[src/rtl/osc_fll_ctrl_if.sv]
// osc_fll_ctrl_if: FLL control/status bundle between stimulus and controller.
// master drives enable/count/target/init; slave returns code, decode, err, lock, sat.
interface osc_fll_ctrl_if #(
  parameter int CNT_W    = 10,
  parameter int WIN_LOG2 = 2
);
  logic                            fll_en;
  logic [CNT_W-1:0]                osc_cnt;
  logic [CNT_W+WIN_LOG2-1:0]       target;
  logic [8:0]                      code_init;
  logic [8:0]                      code;
  logic [4:0]                      delay_con_lsb;
  logic [7:0]                      delay_con_msb;
  logic signed [CNT_W+WIN_LOG2:0]  err;
  logic                            locked;
  logic                            sat;

  modport master (
    output fll_en, osc_cnt, target, code_init,
    input  code, delay_con_lsb, delay_con_msb, err, locked, sat
  );

  modport slave (
    input  fll_en, osc_cnt, target, code_init,
    output code, delay_con_lsb, delay_con_msb, err, locked, sat
  );
endinterface

[src/rtl/osc_fll_ctrl.sv]
// osc_fll_ctrl: FLL loop stepping the 9-bit varactor code from windowed osc counts.
// Ports: ref_clk, rst (sync, active-high), bus (slave side of osc_fll_ctrl_if).
module osc_fll_ctrl #(
  parameter int CNT_W      = 10,
  parameter int WIN_LOG2   = 2,
  parameter int SETTLE     = 3,
  parameter int TOL        = 1,
  parameter int GAIN_SHIFT = 2,
  parameter int LOCK_N     = 4
) (
  input logic           ref_clk,
  input logic           rst,
  osc_fll_ctrl_if.slave bus
);
  localparam int AW = CNT_W + WIN_LOG2;
  localparam int EW = AW + 1;
  localparam int SW = EW + 2;
  localparam logic [8:0]        CODE_MAX = 9'd287;
  localparam logic signed [SW-1:0] SUM_MAX = SW'(287);
  localparam logic [15:0]       SET_LAST = 16'(SETTLE - 1);
  localparam logic [15:0]       WIN_LAST = 16'((1 << WIN_LOG2) - 1);
  localparam logic [7:0]        LOCK_MAX = 8'(LOCK_N);

  typedef enum logic [1:0] {
    S_IDLE,
    S_SETTLE,
    S_MEAS,
    S_UPD
  } state_t;

  state_t                r_state, w_state;
  logic [CNT_W-1:0]      r_prev;
  logic [15:0]           r_cnt, w_cnt;
  logic [AW-1:0]         r_acc, w_acc;
  logic [8:0]            r_code, w_code;
  logic signed [EW-1:0]  r_err, w_err;
  logic [7:0]            r_lock_cnt, w_lock_cnt;
  logic                  r_locked, w_locked;
  logic                  r_sat, w_sat;

  logic [CNT_W-1:0]      w_delta;
  logic signed [EW-1:0]  w_diff;
  logic [EW-1:0]         w_abs;
  logic signed [EW-1:0]  w_step;
  logic signed [EW-1:0]  w_step_nz;
  logic signed [SW-1:0]  w_sum;
  logic                  w_in_tol;
  logic [8:0]            w_init;
  logic [7:0]            w_msb;

  // Modular subtraction makes a counter wrap invisible.
  assign w_delta   = bus.osc_cnt - r_prev;
  assign w_diff    = $signed({1'b0, r_acc}) - $signed({1'b0, bus.target});
  assign w_abs     = w_diff[EW-1] ? EW'(-w_diff) : EW'(w_diff);
  assign w_in_tol  = w_abs <= EW'(TOL);
  assign w_step    = w_diff >>> GAIN_SHIFT;
  // Small positive errors floor to zero; force a minimum upward step.
  assign w_step_nz = (w_step == '0) ? EW'(1) : w_step;
  assign w_sum     = $signed({{(SW-9){1'b0}}, r_code}) + SW'(w_step_nz);
  assign w_init    = (bus.code_init > CODE_MAX) ? CODE_MAX : bus.code_init;

  always_comb begin
    w_state    = r_state;
    w_cnt      = r_cnt;
    w_acc      = r_acc;
    w_code     = r_code;
    w_err      = r_err;
    w_lock_cnt = r_lock_cnt;
    w_locked   = r_locked;
    w_sat      = r_sat;
    if (r_state != S_IDLE && !bus.fll_en) begin
      w_state    = S_IDLE;
      w_cnt      = '0;
      w_acc      = '0;
      w_lock_cnt = '0;
      w_locked   = 1'b0;
    end else begin
      unique case (r_state)
        S_IDLE: begin
          w_locked = 1'b0;
          if (bus.fll_en) begin
            w_code  = w_init;
            w_cnt   = '0;
            w_state = S_SETTLE;
          end
        end
        S_SETTLE: begin
          if (r_cnt == SET_LAST) begin
            w_cnt   = '0;
            w_acc   = '0;
            w_state = S_MEAS;
          end else begin
            w_cnt = r_cnt + 16'd1;
          end
        end
        S_MEAS: begin
          w_acc = r_acc + AW'(w_delta);
          if (r_cnt == WIN_LAST) begin
            w_cnt   = '0;
            w_state = S_UPD;
          end else begin
            w_cnt = r_cnt + 16'd1;
          end
        end
        S_UPD: begin
          w_err   = w_diff;
          w_cnt   = '0;
          w_state = S_SETTLE;
          if (w_in_tol) begin
            w_sat = 1'b0;
            if (r_lock_cnt != LOCK_MAX) begin
              w_lock_cnt = r_lock_cnt + 8'd1;
            end
            w_locked = (w_lock_cnt == LOCK_MAX);
          end else begin
            w_lock_cnt = '0;
            w_locked   = 1'b0;
            if (w_sum[SW-1]) begin
              w_code = '0;
              w_sat  = 1'b1;
            end else if (w_sum > SUM_MAX) begin
              w_code = CODE_MAX;
              w_sat  = 1'b1;
            end else begin
              w_code = w_sum[8:0];
              w_sat  = 1'b0;
            end
          end
        end
        default: w_state = S_IDLE;
      endcase
    end
  end

  always_ff @(posedge ref_clk) begin
    if (rst) begin
      r_state    <= S_IDLE;
      r_prev     <= '0;
      r_cnt      <= '0;
      r_acc      <= '0;
      r_code     <= '0;
      r_err      <= '0;
      r_lock_cnt <= '0;
      r_locked   <= 1'b0;
      r_sat      <= 1'b0;
    end else begin
      r_state    <= w_state;
      r_prev     <= bus.osc_cnt;
      r_cnt      <= w_cnt;
      r_acc      <= w_acc;
      r_code     <= w_code;
      r_err      <= w_err;
      r_lock_cnt <= w_lock_cnt;
      r_locked   <= w_locked;
      r_sat      <= w_sat;
    end
  end

  // Thermometer of code[8:5]; codes stop at 287 so the field never exceeds 8.
  always_comb begin
    w_msb = '0;
    for (int i = 0; i < 8; i++) begin
      w_msb[i] = (r_code[8:5] > 4'(i));
    end
  end

  assign bus.code          = r_code;
  assign bus.delay_con_lsb = r_code[4:0];
  assign bus.delay_con_msb = w_msb;
  assign bus.err           = r_err;
  assign bus.locked        = r_locked;
  assign bus.sat           = r_sat;
endmodule
[src/flat_wrapper.sv]
// flat-port wrapper written by rule: the top's interface ports become plain ports
module osc_fll_ctrl_flat 
#(
  parameter int CNT_W      = 10,
  parameter int WIN_LOG2   = 2,
  parameter int SETTLE     = 3,
  parameter int TOL        = 1,
  parameter int GAIN_SHIFT = 2,
  parameter int LOCK_N     = 4
)
  (ref_clk, rst, bus_fll_en, bus_osc_cnt, bus_target, bus_code_init, bus_code, bus_delay_con_lsb, bus_delay_con_msb, bus_err, bus_locked, bus_sat);
  osc_fll_ctrl_if #(.CNT_W(CNT_W), .WIN_LOG2(WIN_LOG2)) bus_i ();
  input logic ref_clk;
  input logic rst;
  input wire logic [$bits(bus_i.fll_en)-1:0] bus_fll_en;
  input wire logic [$bits(bus_i.osc_cnt)-1:0] bus_osc_cnt;
  input wire logic [$bits(bus_i.target)-1:0] bus_target;
  input wire logic [$bits(bus_i.code_init)-1:0] bus_code_init;
  output wire logic [$bits(bus_i.code)-1:0] bus_code;
  output wire logic [$bits(bus_i.delay_con_lsb)-1:0] bus_delay_con_lsb;
  output wire logic [$bits(bus_i.delay_con_msb)-1:0] bus_delay_con_msb;
  output wire logic [$bits(bus_i.err)-1:0] bus_err;
  output wire logic [$bits(bus_i.locked)-1:0] bus_locked;
  output wire logic [$bits(bus_i.sat)-1:0] bus_sat;
  assign bus_i.fll_en = bus_fll_en;
  assign bus_i.osc_cnt = bus_osc_cnt;
  assign bus_i.target = bus_target;
  assign bus_i.code_init = bus_code_init;
  assign bus_code = bus_i.code;
  assign bus_delay_con_lsb = bus_i.delay_con_lsb;
  assign bus_delay_con_msb = bus_i.delay_con_msb;
  assign bus_err = bus_i.err;
  assign bus_locked = bus_i.locked;
  assign bus_sat = bus_i.sat;
  osc_fll_ctrl #(.CNT_W(CNT_W), .WIN_LOG2(WIN_LOG2), .SETTLE(SETTLE), .TOL(TOL), .GAIN_SHIFT(GAIN_SHIFT), .LOCK_N(LOCK_N)) u_core (.ref_clk(ref_clk), .rst(rst), .bus(bus_i));
endmodule
[config.mk]
export PLATFORM = sky130hd
export DESIGN_NAME = osc_fll_ctrl_flat
export DESIGN_NICKNAME = d
export VERILOG_FILES = /design/src/rtl/osc_fll_ctrl_if.sv /design/src/rtl/osc_fll_ctrl.sv /design/src/flat_wrapper.sv
export SDC_FILE = /design/constraint.sdc
export NUM_CORES = 1
export LEC_CHECK = 0
export ABC_CLOCK_PERIOD_IN_PS = 11600
export CORE_MARGIN = 2
export CORE_UTILIZATION = 61
export DETAILED_ROUTE_END_ITERATION = 6
export GPL_TIMING_DRIVEN = 0
export PLACE_DENSITY = 0.87
export REMOVE_ABC_BUFFERS = 1
export SYNTH_ARGS = -nofsm -noshare
export SYNTH_HDL_FRONTEND = slang
export SYNTH_SLANG_ARGS = --single-unit
[constraint.sdc]
create_clock -name ref_clk -period 11.6 [get_ports ref_clk]
set_input_delay 2.32 -clock ref_clk [delete_from_list [all_inputs] [get_ports ref_clk]]
set_output_delay 2.32 -clock ref_clk [all_outputs]
set_load 0.02 [all_outputs]
; ---- After elaboration in Yosys (flattened, before gate mapping)
; Cells that the tools add are included.
[totals]
ff_bits = 72
latch_bits = 0
mem_bits_rw = 0
romBits = 0
output_inout_bits = 37
wordCells = 79
n_memories = 0
[classes]
n_addsub = 7
mul = 0
div_mod_pow = 0
order_cmp = 11
n_eq_ne = 11
shift = 0
muxes = 28
n_bitwise = 1
n_reduce_logical = 12
[op_table]
columns = operator, n
row1 = 16-bit one-hot mux with 4 select lines, 1
row2 = 16-bit two-way mux, 3
row3 = 9-bit two-way mux, 5
row4 = 8-bit two-way mux, 5
row5 = 16-bit by 2-bit == test with 1-bit output (second input constant), 2
row6 = 13-bit two-way mux, 2
row7 = 12-bit one-hot mux with 2 select lines, 1
row8 = 9-bit one-hot mux with 2 select lines, 1
row9 = 16-bit by 1-bit adder with 16-bit output (second input constant), 1
row10 = 4-bit by 3-bit greater-than comparator with 1-bit output (second input constant), 4
row11 = 15-bit by 10-bit greater-than comparator with 1-bit output (second input constant), 1
row12 = 10-bit by 13-bit adder with 14-bit output, 1
row13 = 13-bit by 1-bit <= comparator with 1-bit output (second input constant), 1
row14 = 13-bit zero test, 1
row15 = 13-bit negator, 1
row16 = 12-bit by 12-bit subtractor with 13-bit output, 1
row17 = 12-bit by 10-bit adder with 12-bit output, 1
row18 = 12-bit two-way mux, 1
row19 = 10-bit subtractor, 1
row20 = 9-bit greater-than comparator (second input constant), 1
row21 = 8-bit by 1-bit adder with 8-bit output (second input constant), 1
row22 = 8-bit by 3-bit == test with 1-bit output (second input constant), 1
row23 = 4-bit by 1-bit greater-than comparator with 1-bit output (second input constant), 2
row24 = 4-bit by 2-bit greater-than comparator with 1-bit output (second input constant), 2
row25 = 18 further kinds, 29

; ---- Depth between registers and ports, before layout
[depth]
depth_word = 10
mapped_depth = 23
ltp_nobuf = 23

; ---- Least setup slack after synthesis
; OpenSTA, ideal clock, no wires.
[synth_path]
path_kind = input-to-reg
startpoint = in bus_target[0]
endpoint = reg u_core.r_code[3] (netlist: u_core.bus.code[3])
arrival_ps = 7052
required_time_ps = 11484
setup_slack_ps = 4432
cell_stages = 21
path_buffers = 0
path_cell_list = ha_1 fa_1 nor2b_1 o21bai_1 a221o_1 nor2_1 inv_1 or4_4 o41ai_1 ha_1 a211oi_1 o21ai_0 a21oi_1 o21ai_0 o21ai_0 or4b_2 a21oi_1 o21ai_0 nor2_1 a2111oi_0 a31o_2
[synth_between]
elab_chain_len = 9
elab_cells_between_ends = 14
[synth_lines]
columns = item, line
row1 = start: declaration, flat_wrapper.sv:17  ; input wire logic [$bits(bus_i.target)-1:0] bus_target;
row2 = 12-bit by 12-bit subtractor with 13-bit output (*), osc_fll_ctrl.sv:53  ; assign w_diff = $signed({1'b0, r_acc}) - $signed({1'b0, bus.target});
row3 = 13-bit zero test, osc_fll_ctrl.sv:58  ; assign w_step_nz = (w_step == '0) ? EW'(1) : w_step;
row4 = 13-bit two-way mux, osc_fll_ctrl.sv:58
row5 = 10-bit by 13-bit adder with 14-bit output, osc_fll_ctrl.sv:59  ; assign w_sum = $signed({{(SW-9){1'b0}}, r_code}) + SW'(w_step_nz);
row6 = 15-bit by 10-bit greater-than comparator with 1-bit output, osc_fll_ctrl.sv:121  ; end else if (w_sum > SUM_MAX) begin
row7 = 9-bit two-way mux, osc_fll_ctrl.sv:121
row8 = 9-bit two-way mux, osc_fll_ctrl.sv:118  ; if (w_sum[SW-1]) begin
row9 = 9-bit two-way mux, osc_fll_ctrl.sv:109  ; if (w_in_tol) begin
row10 = 9-bit one-hot mux with 2 select lines, osc_fll_ctrl.sv:78  ; unique case (r_state)
row11 = end signal: assignment, osc_fll_ctrl.sv:151  ; r_code <= w_code;
row12 = end: declaration, osc_fll_ctrl.sv:35  ; logic [8:0] r_code, w_code;
; Mark *: on every way between the ends. The rest lies on a longest branch, timed or not. The select of a mux whose other input is x is not followed.
; A chain may end at the register's enable or synchronous reset.

; ---- Worst setup path in the final report
[layout_path]
startpoint = in bus_target[0]
endpoint = reg u_core.r_code[4] (netlist: u_core.bus.code[4])
; Same word-level chain as after synthesis.

==> metrics.txt <==
worst r2r dst=u_core.bus.code[4]; final cell count without fillers=around 900; Pre-antenna DRT Iters=5; Antenna Violating Nets Remaining=0; core area=about 9000 sq um; most area-consuming cells after synthesis=dfxtp_1, ha_1, a21oi_1, nand2_1, nor2_1; clock skew=between 0.009 and 0.01 ns; leak pwr=roughly 2.6 nW; Hold Startpoint=u_core.bus.sat; maxcap violations=0; Final period util=between 70% and 80%; Cell Chain, Critical Path=clkdlybuf4s50_1 -> ha_1 -> fa_1 -> nand2b_1 -> a2111oi_0 -> nor4_1 -> nand4b_1 -> or2_2 -> o41ai_1 -> ha_1 -> a211oi_1 -> o21ai_0 -> a21oi_1 -> o21ai_0 -> o21ai_0 -> or4b_2 -> a21oi_1 -> o21ai_0 -> nor2_1 -> a2111oi_0 -> a31o_2; routed vias=approximately 5500; CP endpoint kind=flip-flop; mapped cell area=around 5500 sq um; CP Buf/Inv Count=1; Hold Crit Class=flip-flop to flip-flop; Max Clk Rate=roughly 0.12 GHz; cell mode on critical path=o21ai_0; Placed Instance Area=around 6200 sq um; Top delay family on crit path=compound AO/OA/AOI/OAI gates; ys flop type=dfxtp_1; Die W=99.1 um; Synth top area share=approximately a quarter; Avg Inst Size Synth=around 7.7 sq um; RR Startpoint=u_core.r_acc[0]; critical path class=input pin to flip-flop; Comb power frac=a little under half; first-pass GRT wire length=about 24000 um; Area Growth Syn to Fin=16.8%; slew at the pin closest to its max-slew limit=1.26 ns; vias in the first global route=approximately 5300; wl on met1=about 5800 um; Final Instance Area=6450 sq um; Resized cells post-CTS=0; Req. time, crit path=between 10 and 15 ns; Net Switching=around 0.39 mW; Buffers on Ports=70; DRT iter0 DRCs=around 460; clock share of power=about a quarter; CTS Root Buffer Type=clkbuf_8; minimum clock period=8.66 ns; top sig layer=met4; Slew Limit Fails=0; I/O pin count=71; Int Pwr=between 0.5 and 0.6 mW; Post-synth EDFFs=0; routed length on met3=approximately 900 um; worst skew pair latency=0.36 ns; crit path max fanout=8; worst hold stages=2; DR vias/cell=slightly above 6; FF+latch count, synth=between 70 and 80; Setup Viol. Count Final=0; final hold viol count=0; worst rel slew slack=between 10% and 20%; CTS H-tree lvls=3; CTS Sinks=between 70 and 80; Pwr Total=roughly 0.96 mW; sequential area share after synthesis=26.1%; CTS Hold Bufs=0; initial cell density of the core=63.0%; post-DR wirelength/cell=~16 um; share of cells above drive strength 1=roughly 4.6%; DRC viols=0; Post-synth top cells=dfxtp_1, nand2_1, nor2_1; Post-CTS Setup Bufs=0; initial antenna violation count=0; routed wl met2=6820 um; Worst VDD drop=roughly 0.092 mV; row count=34; fin nets=859; TritonCTS Buffers=9; Detailed Place HPWL=10400 um; CP arrival=8.92 ns; crit path launch type=input pin; worst hold margin=0.460 ns; RSZ-0062 raised after global routing=false; slowest stage delay, CP=between 0.6 and 0.7 ns; R2R Setup Slk=4.87 ns; Slowest-stage cell, CP=a2111oi_0; Max Root-Sink Buffers=2; final wirelength=approximately 14000 um; Sw Ratio=between 40% and 50%; largest net degree at the start of global routing=32; GRT Residual Overflow=0; placed cell count=roughly 870; ys async rst share=0%; Die Height=around 99 um; Ys Warns=0; TritonCTS clock tree=done; Reg power frac=29.9%; Reg2Reg Depth=21; GRT Total Usage=between 20% and 30%; Worst Hold Path EP=u_core.bus.sat; setup TNS=0 ns; P per Cell Area=149 nW/um^2; GPL Wtd Cong=between 0.8 and 0.9; cell taking the most area after synthesis=dfxtp_1; outcome=finished, final reports clean; synth unique cells=67; post-synthesis cell count=719; die area=9820 sq um; clk slew on worst S/H paths=approximately 0.090 ns; antenna cells=0
-- cell families (layout without fill, tap and decap cells) --
logic type	Yosys count	count (layout)	share of synthesized area (%)
adder cells (fa/ha/maj)	54	54	12.8
XOR/XNOR	45	45	7.14
AND/OR/NAND/NOR	271	271	24.1
multiplexers	4	4	0.748
buffers and inverters	83	140	6.30
AO/OA/AOI/OAI	190	190	22.7
flip-flops	72	72	26.1
-- layout by cell type (no fill, tap or decap), types with 24 or more instances in the layout --
cell and instances:
nand2_1 72, inv_1 51, dfxtp_1 72, clkdlybuf4s50_1 70, nor2_1 72, a21oi_1 64, xor2_1 24, o21ai_0 31
nand3_1 30, ha_1 50
-- worst max-delay path by stage --
stage	start	end	slack [ns]	depth (start not counted)
after floorplan	bus_target[0]	u_core.bus.code[3]	4.43	21
after global placement	bus_target[0]	u_core.bus.code[4]	2.87	21
after detailed placement	bus_target[0]	u_core.bus.code[4]	2.77	21
after CTS	bus_target[0]	u_core.bus.code[4]	3.13	21
after global routing	bus_target[0]	u_core.bus.code[3]	2.73	21
final	bus_target[0]	u_core.bus.code[4]	2.94	21
-- area by class of cell --
class                   count  area (sq um)
multi-input cells         564          3730
clock inverters             7           103
repair buffers             71           712
flip-flops and latches     72          1440
inverters                  53           199
clock buffers               9           124
fillers                   702          2320
well taps                 108           135
-- through the flow --
step                utilization, %  setup WS, ns
floorplan                        -          4.43
global placement              70.8          2.87
detailed placement            71.0          2.77
CTS                           73.6          3.13
global route                  73.6          2.73
finish                        73.6          2.94
-- worst reg2reg max path: stages (launching register included) --
cell       delay (ns)
dfxtp_1          0.39
inv_1            0.06
ha_1             0.22
fa_1             0.44
nand2b_1         0.21
a2111oi_0        0.68
nor4_1           0.12
nand4b_1         0.44
or2_2            0.44
o41ai_1          0.58
ha_1             0.34
a211oi_1         0.11
o21ai_0          0.27
a21oi_1          0.15
o21ai_0          0.22
o21ai_0          0.18
or4b_2           0.64
a21oi_1          0.15
o21ai_0          0.24
nor2_1           0.34
a2111oi_0        0.17
a31o_2           0.24
-- routing by layer --
metal  GRT usage (%)  vias up
met2            50.6      242
met1            34.6     2526
met5               0        -
li1                -     2664
met3            4.99       52
met4            11.6        0
-- power groups by stage --
stage / sequential, mW / clock, mW / combinational [mW]
5_1_grt: 0.291 / 0.242 / 0.485
3_3_place_gp: 0.291 / 0 / 0.413
6_report: 0.288 / 0.230 / 0.445
2_1_floorplan: 0.307 / 0 / 0.283
4_1_cts: 0.287 / 0.232 / 0.437
3_5_place_dp: 0.293 / 0 / 0.432
-- registers in the layout, summed over array words and instances (netlist names), 2 cells and up --
register,count
u_core.bus.err,13
u_core.r_cnt,16
u_core.r_state,2
u_core.r_lock_cnt,8
u_core.r_prev,10
u_core.r_acc,12
u_core.bus.code,9
Power figures use the tool's default switching activity.
